### config.mk
export PLATFORM = sky130hd
export DESIGN_NAME = cpu_mem_arbiter
export DESIGN_NICKNAME = d
export VERILOG_FILES = /design/src/rtl/m92_pkg.sv /design/src/rtl/cpu_read_cache.sv /design/src/rtl/cpu_mem_arbiter.sv
export SDC_FILE = /design/constraint.sdc
export NUM_CORES = 1
export LEC_CHECK = 0
export ABC_AREA = 1
export BUFFER_PORTS_ARGS = -buffer_cell sky130_fd_sc_hd__buf_2
export CORE_MARGIN = 3
export CORE_UTILIZATION = 40
export CTS_BUF_LIST = sky130_fd_sc_hd__clkbuf_4 sky130_fd_sc_hd__clkbuf_8
export DETAILED_ROUTE_END_ITERATION = 16
export PLACE_DENSITY = 0.69
export SLEW_MARGIN = 20
export SYNTH_ARGS = -nofsm -noshare
export SYNTH_HDL_FRONTEND = slang
export SYNTH_SLANG_ARGS = --single-unit
### constraint.sdc
create_clock -name clk_sys -period 2 [get_ports clk_sys]
set_input_delay 0.4 -clock clk_sys [delete_from_list [all_inputs] [get_ports clk_sys]]
set_output_delay 0.4 -clock clk_sys [all_outputs]
set_load 0.02 [all_outputs]
### src/rtl/m92_pkg.sv
// Shared types and helpers for the CPU/aux SDRAM arbiter.
package m92_pkg;

  localparam int unsigned DATA_W = 16;
  localparam int unsigned BE_W   = 2;

  typedef enum logic [1:0] {
    StIdle,
    StCpuBus,
    StAuxBus,
    StDone
  } arb_state_t;

  typedef enum logic {
    ReqCpu,
    ReqAux
  } req_id_t;

  // On contention the preferred requester wins; otherwise whoever is asking.
  function automatic req_id_t pick_winner(input logic    cpu_req,
                                          input logic    aux_req,
                                          input req_id_t pref);
    if (cpu_req && aux_req) begin
      return pref;
    end
    return aux_req ? ReqAux : ReqCpu;
  endfunction

endpackage

### src/rtl/cpu_read_cache.sv
// Single-entry CPU read cache: one tagged word, filled on a CPU read miss and
// invalidated by any SDRAM write to the tagged address.
module cpu_read_cache
  import m92_pkg::*;
#(
  parameter int unsigned ADDR_W = 25
) (
  input  logic              clk_sys,
  input  logic              reset_n,
  input  logic [ADDR_W-1:0] lookup_addr,
  output logic              hit,
  output logic [DATA_W-1:0] hit_data,
  input  logic              fill,
  input  logic              inval,
  input  logic [ADDR_W-1:0] upd_addr,
  input  logic [DATA_W-1:0] fill_data
);

  logic              valid_q;
  logic [ADDR_W-1:0] tag_q;
  logic [DATA_W-1:0] data_q;

  always_ff @(posedge clk_sys or negedge reset_n) begin
    if (!reset_n) begin
      valid_q <= 1'b0;
      tag_q   <= '0;
      data_q  <= '0;
    end else if (fill) begin
      valid_q <= 1'b1;
      tag_q   <= upd_addr;
      data_q  <= fill_data;
    end else if (inval && (upd_addr == tag_q)) begin
      valid_q <= 1'b0;
    end
  end

  always_comb begin
    hit      = valid_q && (tag_q == lookup_addr);
    hit_data = data_q;
  end

endmodule

### src/rtl/cpu_mem_arbiter.sv
// Two-requester SDRAM arbiter (CPU and aux/DMA), round robin on contention.
// Define CPU_READ_CACHE_EN to add a single-entry CPU read cache.
module cpu_mem_arbiter
  import m92_pkg::*;
#(
  parameter int unsigned ADDR_W    = 25,
  parameter int unsigned AUX_FIRST = 0
) (
  input  logic              clk_sys,
  input  logic              reset_n,

  input  logic              cpu_req,
  input  logic [ADDR_W-1:0] cpu_addr,
  input  logic              cpu_we,
  input  logic              cpu_writable,
  input  logic [BE_W-1:0]   cpu_be,
  input  logic [DATA_W-1:0] cpu_wdata,
  output logic [DATA_W-1:0] cpu_rdata,
  output logic              cpu_ready,

  input  logic              aux_req,
  input  logic [ADDR_W-1:0] aux_addr,
  input  logic              aux_we,
  input  logic [BE_W-1:0]   aux_be,
  input  logic [DATA_W-1:0] aux_wdata,
  output logic [DATA_W-1:0] aux_rdata,
  output logic              aux_ack,

  output logic              sdr_req,
  output logic [ADDR_W-1:0] sdr_addr,
  output logic              sdr_we,
  output logic [BE_W-1:0]   sdr_be,
  output logic [DATA_W-1:0] sdr_wdata,
  input  logic [DATA_W-1:0] sdr_rdata,
  input  logic              sdr_ack
);

  localparam req_id_t RrInit = (AUX_FIRST != 0) ? ReqAux : ReqCpu;

  arb_state_t        state_q;
  req_id_t           rr_q;     // winner of the next contested grant
  req_id_t           winner;
  logic              any_req;
  logic              cpu_blocked;
  logic              cpu_hit;
  logic              cache_hit;
  logic [DATA_W-1:0] cache_data;

`ifdef CPU_READ_CACHE_EN
  logic cache_fill;
  logic cache_inval;

  always_comb begin
    cache_fill  = (state_q == StCpuBus) && sdr_ack && !sdr_we;
    cache_inval = ((state_q == StCpuBus) || (state_q == StAuxBus)) && sdr_ack && sdr_we;
  end

  cpu_read_cache #(
    .ADDR_W(ADDR_W)
  ) u_cache (
    .clk_sys    (clk_sys),
    .reset_n    (reset_n),
    .lookup_addr(cpu_addr),
    .hit        (cache_hit),
    .hit_data   (cache_data),
    .fill       (cache_fill),
    .inval      (cache_inval),
    .upd_addr   (sdr_addr),
    .fill_data  (sdr_rdata)
  );
`else
  assign cache_hit  = 1'b0;
  assign cache_data = '0;
`endif

  always_comb begin
    any_req     = cpu_req | aux_req;
    winner      = pick_winner(cpu_req, aux_req, rr_q);
    cpu_blocked = cpu_we & ~cpu_writable;
    cpu_hit     = ~cpu_we & cache_hit;
  end

  always_ff @(posedge clk_sys or negedge reset_n) begin
    if (!reset_n) begin
      state_q   <= StIdle;
      rr_q      <= RrInit;
      cpu_rdata <= '0;
      cpu_ready <= 1'b0;
      aux_rdata <= '0;
      aux_ack   <= 1'b0;
      sdr_req   <= 1'b0;
      sdr_addr  <= '0;
      sdr_we    <= 1'b0;
      sdr_be    <= '0;
      sdr_wdata <= '0;
    end else begin
      cpu_ready <= 1'b0;
      aux_ack   <= 1'b0;
      case (state_q)
        StIdle: begin
          if (any_req) begin
            if (cpu_req && aux_req) begin
              rr_q <= (winner == ReqCpu) ? ReqAux : ReqCpu;
            end
            if (winner == ReqCpu) begin
              if (cpu_blocked) begin
                // Write to a read-only region: complete without touching SDRAM.
                cpu_ready <= 1'b1;
                state_q   <= StDone;
              end else if (cpu_hit) begin
                cpu_ready <= 1'b1;
                cpu_rdata <= cache_data;
                state_q   <= StDone;
              end else begin
                sdr_req   <= 1'b1;
                sdr_addr  <= cpu_addr;
                sdr_we    <= cpu_we;
                sdr_be    <= cpu_be;
                sdr_wdata <= cpu_wdata;
                state_q   <= StCpuBus;
              end
            end else begin
              sdr_req   <= 1'b1;
              sdr_addr  <= aux_addr;
              sdr_we    <= aux_we;
              sdr_be    <= aux_be;
              sdr_wdata <= aux_wdata;
              state_q   <= StAuxBus;
            end
          end
        end
        StCpuBus: begin
          if (sdr_ack) begin
            sdr_req   <= 1'b0;
            cpu_rdata <= sdr_rdata;
            cpu_ready <= 1'b1;
            state_q   <= StDone;
          end
        end
        StAuxBus: begin
          if (sdr_ack) begin
            sdr_req   <= 1'b0;
            aux_rdata <= sdr_rdata;
            aux_ack   <= 1'b1;
            state_q   <= StDone;
          end
        end
        // One dead cycle lets the finished requester drop its request.
        StDone:  state_q <= StIdle;
        default: state_q <= StIdle;
      endcase
    end
  end

endmodule

==> flow_summary.yaml, run 1 <==
synth:
  ys_types: 18
  yosysSeqAreaShare_pct: 53.5
  syn_nets: 610
  synth_top_area_cell: "dfrtp_1"
  synth_cells: 497
  synth_warnings: 0
  ys_seq_elements: 82
  synth_top_area_share_pct: 53.5
  syn_area_per_cell_um2: 7.72
  ys_top_cells_by_area: "dfrtp_1 (54%), nand2_1 (26%), nand3_1 (6.3%)"
  syn-cell-area_um2: 3830
worst_hold_path:
  hold_class: "in2async"
sta:
  hold_viol_final: 0
  period_needed_ns: 1.66
  worst-slew-pin-transition_ns: 0.442
  finalCritPeriodShare_pct: 82.9
  relSlewSlack_pct: 70.5
  rsz0062_at_grt: "false"
  finalMaxSlewViolations: 0
  finClkSkew_ns: 0.00702
  fmax_ghz: 0.603
  setup_tns_ns: 0
  finalSetupViolations: 0
clocking:
  clk_transition_reported_paths_ns: 0.08
  cts_buffers: 9
  cts_tree: "built"
  clockBufferDepth: 2
  cts_sinks: 82
  cts_setup_buffers: 0
  clockRootBuffer: "clkbuf_8"
  cts_hold_repair.buffers: 0
  cts-resized-gates: 0
  ctsHtreeMaxLevel: 3
  worstSkewPairLatency_ns: 0.33
setup_path:
  end_kind: "flop"
  worst_path_max_delay_cell: "dfrtp_1"
  critPathKind: "reg2reg"
  max_stage_delay_ns: 0.41
  path_cells: "inv_1, ha_1, nand2_1, a21oi_4, buf_4, nand2_1, nand2_1"
  cp_max_fo: 33
  crit_buf_inv: 2
  cp.required_ns: 2.27
  arrival_ns: 1.93
  cp_common_cell: "nand2_1"
  crit_family: "buffers and inverters"
  start_kind: "flop"
flow_run:
  maxCapViolCount: 0
route:
  first_iter_violations: 118
  firstDrtPassIters: 4
  wire_per_inst_um: 12.2
  routed_wirelength_um: 9870
  vias_per_cell: 4.56
  num_vias: 3695
  antenna_left: 0
  drcViolationCount: 0
grt:
  grt_max_degree: 46
  grt_usage_pct: 18.3
  grt.overflow.total: 0
  grt_pass1_wl_um: 16200
  grt_pass1_vias: 3448
  antenna_found_initial: 1
finish:
  drive_above_1_share_pct: 32.3
  nets: 791
  finalNonFillerCells: 811
  multiInputGateArea_um2: 1520
  regArea_um2: 2050
  n_fill_cell: 938
  final_area_um2: 5070
  areaGrowthSynthToFinish_pct: 32.1
  mostFrequentLayoutCells: "nand2_1 (268), buf_2 (187), dfrtp_1 (82), nand3_1 (48), o21ai_0 (32)"
  num_antenna_cells: 0
  layout_commonest_cell: "nand2_1"
die:
  die_w_um: 104
  initial_core_util_pct: 41.3
  dieHeight_um: 104
  pin_count: 189
  dieArea_um2: 10800
  coreArea_um2: 9280
  num_rows: 35
power:
  pwr-share-comb_pct: 46.8
  finalPower_mw: 7.47
  pwr-share-seq_pct: 37.7
  power_density_nw_per_um2: 1470
  switching_power_mw: 3.29
  ir_drop_v: 0.000447
  p_int_mw: 4.18
  clkPwrFrac_pct: 15.5
  p_leak_nw: 3.07
  swShare_pct: 44.0
place:
  place_inst: 796
  gp_congestion: 0.767
  placed_cell_area_um2: 4870
  dp_hpwl_um: 7410
  portBuffers: 188
outcome:
  status: "finished clean"
## flip-flops by register name, summed over array words and instances, names as in the netlist
signal / count
sdr_addr: 25
sdr_be: 2
sdr_we: 1
cpu_ready: 1
aux_rdata: 16
sdr_wdata: 16
cpu_rdata: 16
aux_ack: 1
sdr_req: 1
state_q: 2
rr_q: 1
## stage by stage
stage,util (%),worst slack [ns],hold WS (ns)
floorplan,-,0.632,0.104
global placement,52.5,0.415,0.373
detailed placement,52.5,0.338,0.376
CTS,54.6,0.308,0.0000148
global route,54.6,0.174,0.0231
finish,54.6,0.341,0.00148
## routing by layer
metal / up-vias / part of all wire (%) / global-route usage, %
li1: 1897 / - / -
met1: 1638 / 44 / 22.6
met2: 148 / 46 / 31.0
met3: 10 / 8.9 / 5.34
met4: 2 / 1.1 / 5.70
met5: - / 0.071 / 0
## logic make-up after synthesis
group,Yosys count,synth area share (%)
xor+xnor,1,0.228
fa+ha+maj,3,0.979
simple gates,323,33.5
compound gates,35,4.86
flops,82,53.5
buf+inv,53,6.88
## power by group through the flow
stage          sequential (mW)  combinational (mW)  clock (mW)
2_1_floorplan             3.71                1.44           0
3_3_place_gp              2.82                3.49           0
3_5_place_dp              2.83                3.56           0
4_1_cts                   2.82                3.55        1.20
5_1_grt                   2.93                3.89        1.27
6_report                  2.82                3.50        1.16
## Yosys cell counts
library cell	n
nand2_2	2
nor2_1	3
inv_1	23
buf_2	10
clkbuf_1	10
nand2_1	268
dfrtp_1	82
xor2_1	1
nand3_2	1
nor2_2	1
ha_1	3
o21ai_0	32
o21ai_1	2
buf_6	5
nand3_1	48
inv_2	1
a21oi_4	1
buf_4	4
## final timing paths
kind	startpoint	to	cells past startpoint	slack, ns
min in group clk_sys	sdr_rdata[0]	aux_rdata[0]	3	0.33
worst max register to register	state_q[0]	sdr_wdata[4]	7	0.34
worst min-delay path	reset_n	aux_rdata[11]	1	0.001
worst min register to register	sdr_addr[1]	sdr_addr[1]	2	0.47
max in group asynchronous	reset_n	cpu_rdata[13]	2	1.37
worst max-delay path	state_q[0]	sdr_wdata[4]	7	0.34
## layout make-up
type	count	share of cell area, %
clock buffer	10	2.72
clock inverter	5	1.09
inverter	24	1.78
multi-input combinational	362	30.0
sequential	82	40.5
tap	129	3.19
timing repair buffer	199	20.7
(Power assumes the default switching activity.)
==> inputs of run 2 (changes only) <==
Settings changed: ABC_AREA 1 to 0, PLACE_DENSITY 0.69 to 0.72.
Clock period 2 ns to 1.4 ns, I/O delays scaled along.
==> run 2 against run 1 <==
  * The run now ends with negative setup slack left
  * Critical path depth did not move
  * Critical endpoint is now sdr_addr[1]
  * Wire length rose by 5.2%
  * First-iteration DRC count is 8.5% higher
  * Setup slack got worse by 0.56 ns
  * Final cell count fell by 25%
  * Design area rose by 18%
  * Via count decreased by 22%
  * Sequential share of layout area shrank 6.2 points
  * Maximum frequency grew 2.5%
  * Clock-buffer cell count is 1 lower
  * Combinational power is 120% higher
  * Global-route usage fell by 0.65 points
==> flow_summary.yaml, run 2 <==
outcome:
  status: "finished, violations left"
  violations: "negative setup slack"
power:
  pwr-share-comb_pct: 55.5
  switching_power_mw: 5.06
  p_int_mw: 8.70
  pwr-share-seq_pct: 30.8
  power_density_nw_per_um2: 2300
  ir_drop_v: 0.00116
  clkPwrFrac_pct: 13.6
  p_leak_nw: 3.14
  swShare_pct: 36.8
worst_hold_path:
  worstHoldPathCells: 2
  worstHoldStart: "sdr_rdata[14]"
  hold_class: "in2reg"
  min_to: "aux_rdata[14]"
finish:
  areaGrowthSynthToFinish_pct: 55.0
  regMostFlops: "sdr_addr"
  largest_reg_flops: 25
  layout_commonest_cell: "buf_2"
  num_antenna_cells: 0
  nets: 589
  n_fill_cell: 705
  drive_above_1_share_pct: 79.4
  final_area_um2: 5990
  mostFrequentLayoutCells: "buf_2 (187), mux2_4 (94), dfrtp_1 (82), mux2_2 (28)"
place:
  portBuffers: 188
  post-place-ws_ns: -0.302
  dp_hpwl_um: 6570
  gp_congestion: 0.812
  placed_cell_area_um2: 5160
sta:
  fmax_ghz: 0.618
  setup_tns_ns: -10.14
  rsz0062_at_grt: "true"
  hold_viol_final: 0
  finalSetupViolations: 73
  setup_slack_ns: -0.218
  finalMaxSlewViolations: 0
  worst-slew-pin-transition_ns: 0.423
  finClkSkew_ns: 0.0150
  period_needed_ns: 1.62
  finalCritPeriodShare_pct: 116
  relSlewSlack_pct: 71.8
grt:
  grt_usage_pct: 17.6
  antenna_found_initial: 0
  grt.overflow.total: 0
  grt_pass1_vias: 3034
  grt_max_degree: 83
  grt_pass1_wl_um: 15400
setup_path:
  max_stage_delay_ns: 0.40
  r2r_slack_ns: -0.22
  cp_common_cell: "buf_6"
  crit_family: "buffers and inverters"
  r2r_cells: 7
  worst-path-stages: 7
  path_cells: "o21ai_4, buf_6, buf_6, a21oi_4, buf_6, clkbuf_16, mux2_4"
  worst_path_max_delay_cell: "dfrtp_1"
  critPathKind: "reg2reg"
  end_kind: "flop"
  startpoint: "rr_q"
  arrival_ns: 1.85
  cp.required_ns: 1.63
  start_kind: "flop"
  reg2reg_from: "rr_q"
  r2r-end: "sdr_addr[1]"
  crit_buf_inv: 4
  cp_max_fo: 7
synth:
  synth_edf_count: 0
  synth_warnings: 0
  ys_types: 25
  synthMuxAreaShare_pct: 39.4
  syn-cell-area_um2: 3860
  synth_top_family_by_area: "multiplexers"
  synth-compound-area-share_pct: 2.43
  syn_area_per_cell_um2: 15.9
  ys_top_cells_by_area: "dfrtp_1 (53%), mux2_2 (24%), mux2_4 (16%)"
  yosysSeqAreaShare_pct: 53.1
  ys_seq_elements: 82
  ys.flop_type: "dfrtp_1"
  synth_cells: 243
  synthSimpleGateAreaFrac_pct: 1.07
  synth_async_sr_flop_share_pct: 100
  synth_xor_area_share_pct: 0.227
  synthAdderAreaFrac_pct: 0.971
  syn_nets: 356
  synth.top_cells.by_count: "dfrtp_1 (82), mux2_2 (82), mux2_4 (40)"
  synth_top_area_cell: "dfrtp_1"
  synth_top_area_share_pct: 53.1
route:
  routed_wirelength_um: 10400
  wire_per_inst_um: 17.0
  antenna_left: 0
  firstDrtPassIters: 4
  drcViolationCount: 0
  first_iter_violations: 128
  vias_per_cell: 4.73
  num_vias: 2881
clocking:
  clockRootBuffer: "clkbuf_8"
  clockBufferDepth: 2
  cts_buffers: 9
  cts_sinks: 82
  worstSkewPairLatency_ns: 0.35
  clk_transition_reported_paths_ns: 0.09
  cts_tree: "built"
  ctsHtreeMaxLevel: 3
die:
  num_rows: 35
  pin_count: 189
  dieArea_um2: 10900
  initial_core_util_pct: 41.4
  coreArea_um2: 9330
  die_w_um: 104
  dieHeight_um: 104
flow_run:
  maxCapViolCount: 0
## run 2: cell count changes in the layout (fill, tap and decap cells not counted), moves of 3 or more
cell / delta
buf_6: +14
inv_1: -22
ha_1: -3
buf_4: +4
o21ai_0: -31
clkbuf_16: +5
inv_2: +3
mux2_4: +94
nand3_1: -46
ha_4: +3
buf_12: +7
nand2_1: -266
mux2_2: +28
## run 2: metal layers
| metal | global-route usage (%) | vias up | share of wire (%) |
|---|---|---|---|
| li1 | - | 1333 | - |
| met1 | 21.5 | 1413 | 41 |
| met2 | 29.8 | 122 | 52 |
| met3 | 5.34 | 13 | 5.9 |
| met4 | 5.51 | 0 | 1.5 |
| met5 | 0 | - | 0 |
## run 2: cell type report
| type | instances | area (µm²) | share of cell area (%) |
|---|---|---|---|
| clock inverter | 6 | 92.6 | 1.55 |
| clock buffer | 9 | 124 | 2.07 |
| sequential | 82 | 2050 | 34.3 |
| timing repair buffer | 232 | 1570 | 26.2 |
| tap | 129 | 161 | 2.69 |
| multi-input combinational | 145 | 1970 | 32.8 |
| inverter | 6 | 25.0 | 0.418 |
## run 2: worst max-delay path by stage
stage	endpoint	slack [ns]
after global placement	sdr_addr[7]	-0.26
after detailed placement	sdr_addr[13]	-0.30
after floorplan	sdr_addr[0]	-0.19
after global routing	sdr_addr[22]	-0.27
final	sdr_addr[1]	-0.22
after CTS	sdr_be[0]	-0.20
## run 2: cell families (layout without fill, tap and decap cells)
group                    after synthesis  after routing
multiplexers                         122            122
AO/OA/AOI/OAI                         10             10
AND/OR/NAND/NOR                        9              9
flip-flops                            82             82
buffers and inverters                 16            253
XOR/XNOR                               1              1
adder cells (fa/ha/maj)                3              3
## run 2: power by group through the flow
stage	clock [mW]	sequential [mW]	combinational [mW]
floorplan	0	5.66	2.76
global placement	0	4.17	6.29
detailed placement	0	4.20	6.43
global route	2.05	4.40	8.07
finish	1.88	4.24	7.64
CTS	1.94	4.20	7.16
## run 2: stage by stage
| step | utilization, % | instances | power [mW] | hold WS (ns) |
|---|---|---|---|---|
| final | 64.2 | 609 | 13.8 | 0.166 |
| after global routing | 64.2 | 609 | 14.5 | 0.148 |
| after CTS | 61.3 | 602 | 13.3 | 0.147 |
| after detailed placement | 55.4 | 573 | 10.6 | 0.348 |
| after global placement | 55.4 | 573 | 10.5 | 0.338 |
| after floorplan | - | 243 | 8.42 | -0.0156 |
## run 2: what timing repair did
action,CTS,global route
endpoints found under the hold margin,82,0
resized for setup,43,43
endpoints found under the setup margin,79,71
buffers inserted,11,6
cloned,3,6
hold buffers,1,0
pin swaps,5,6
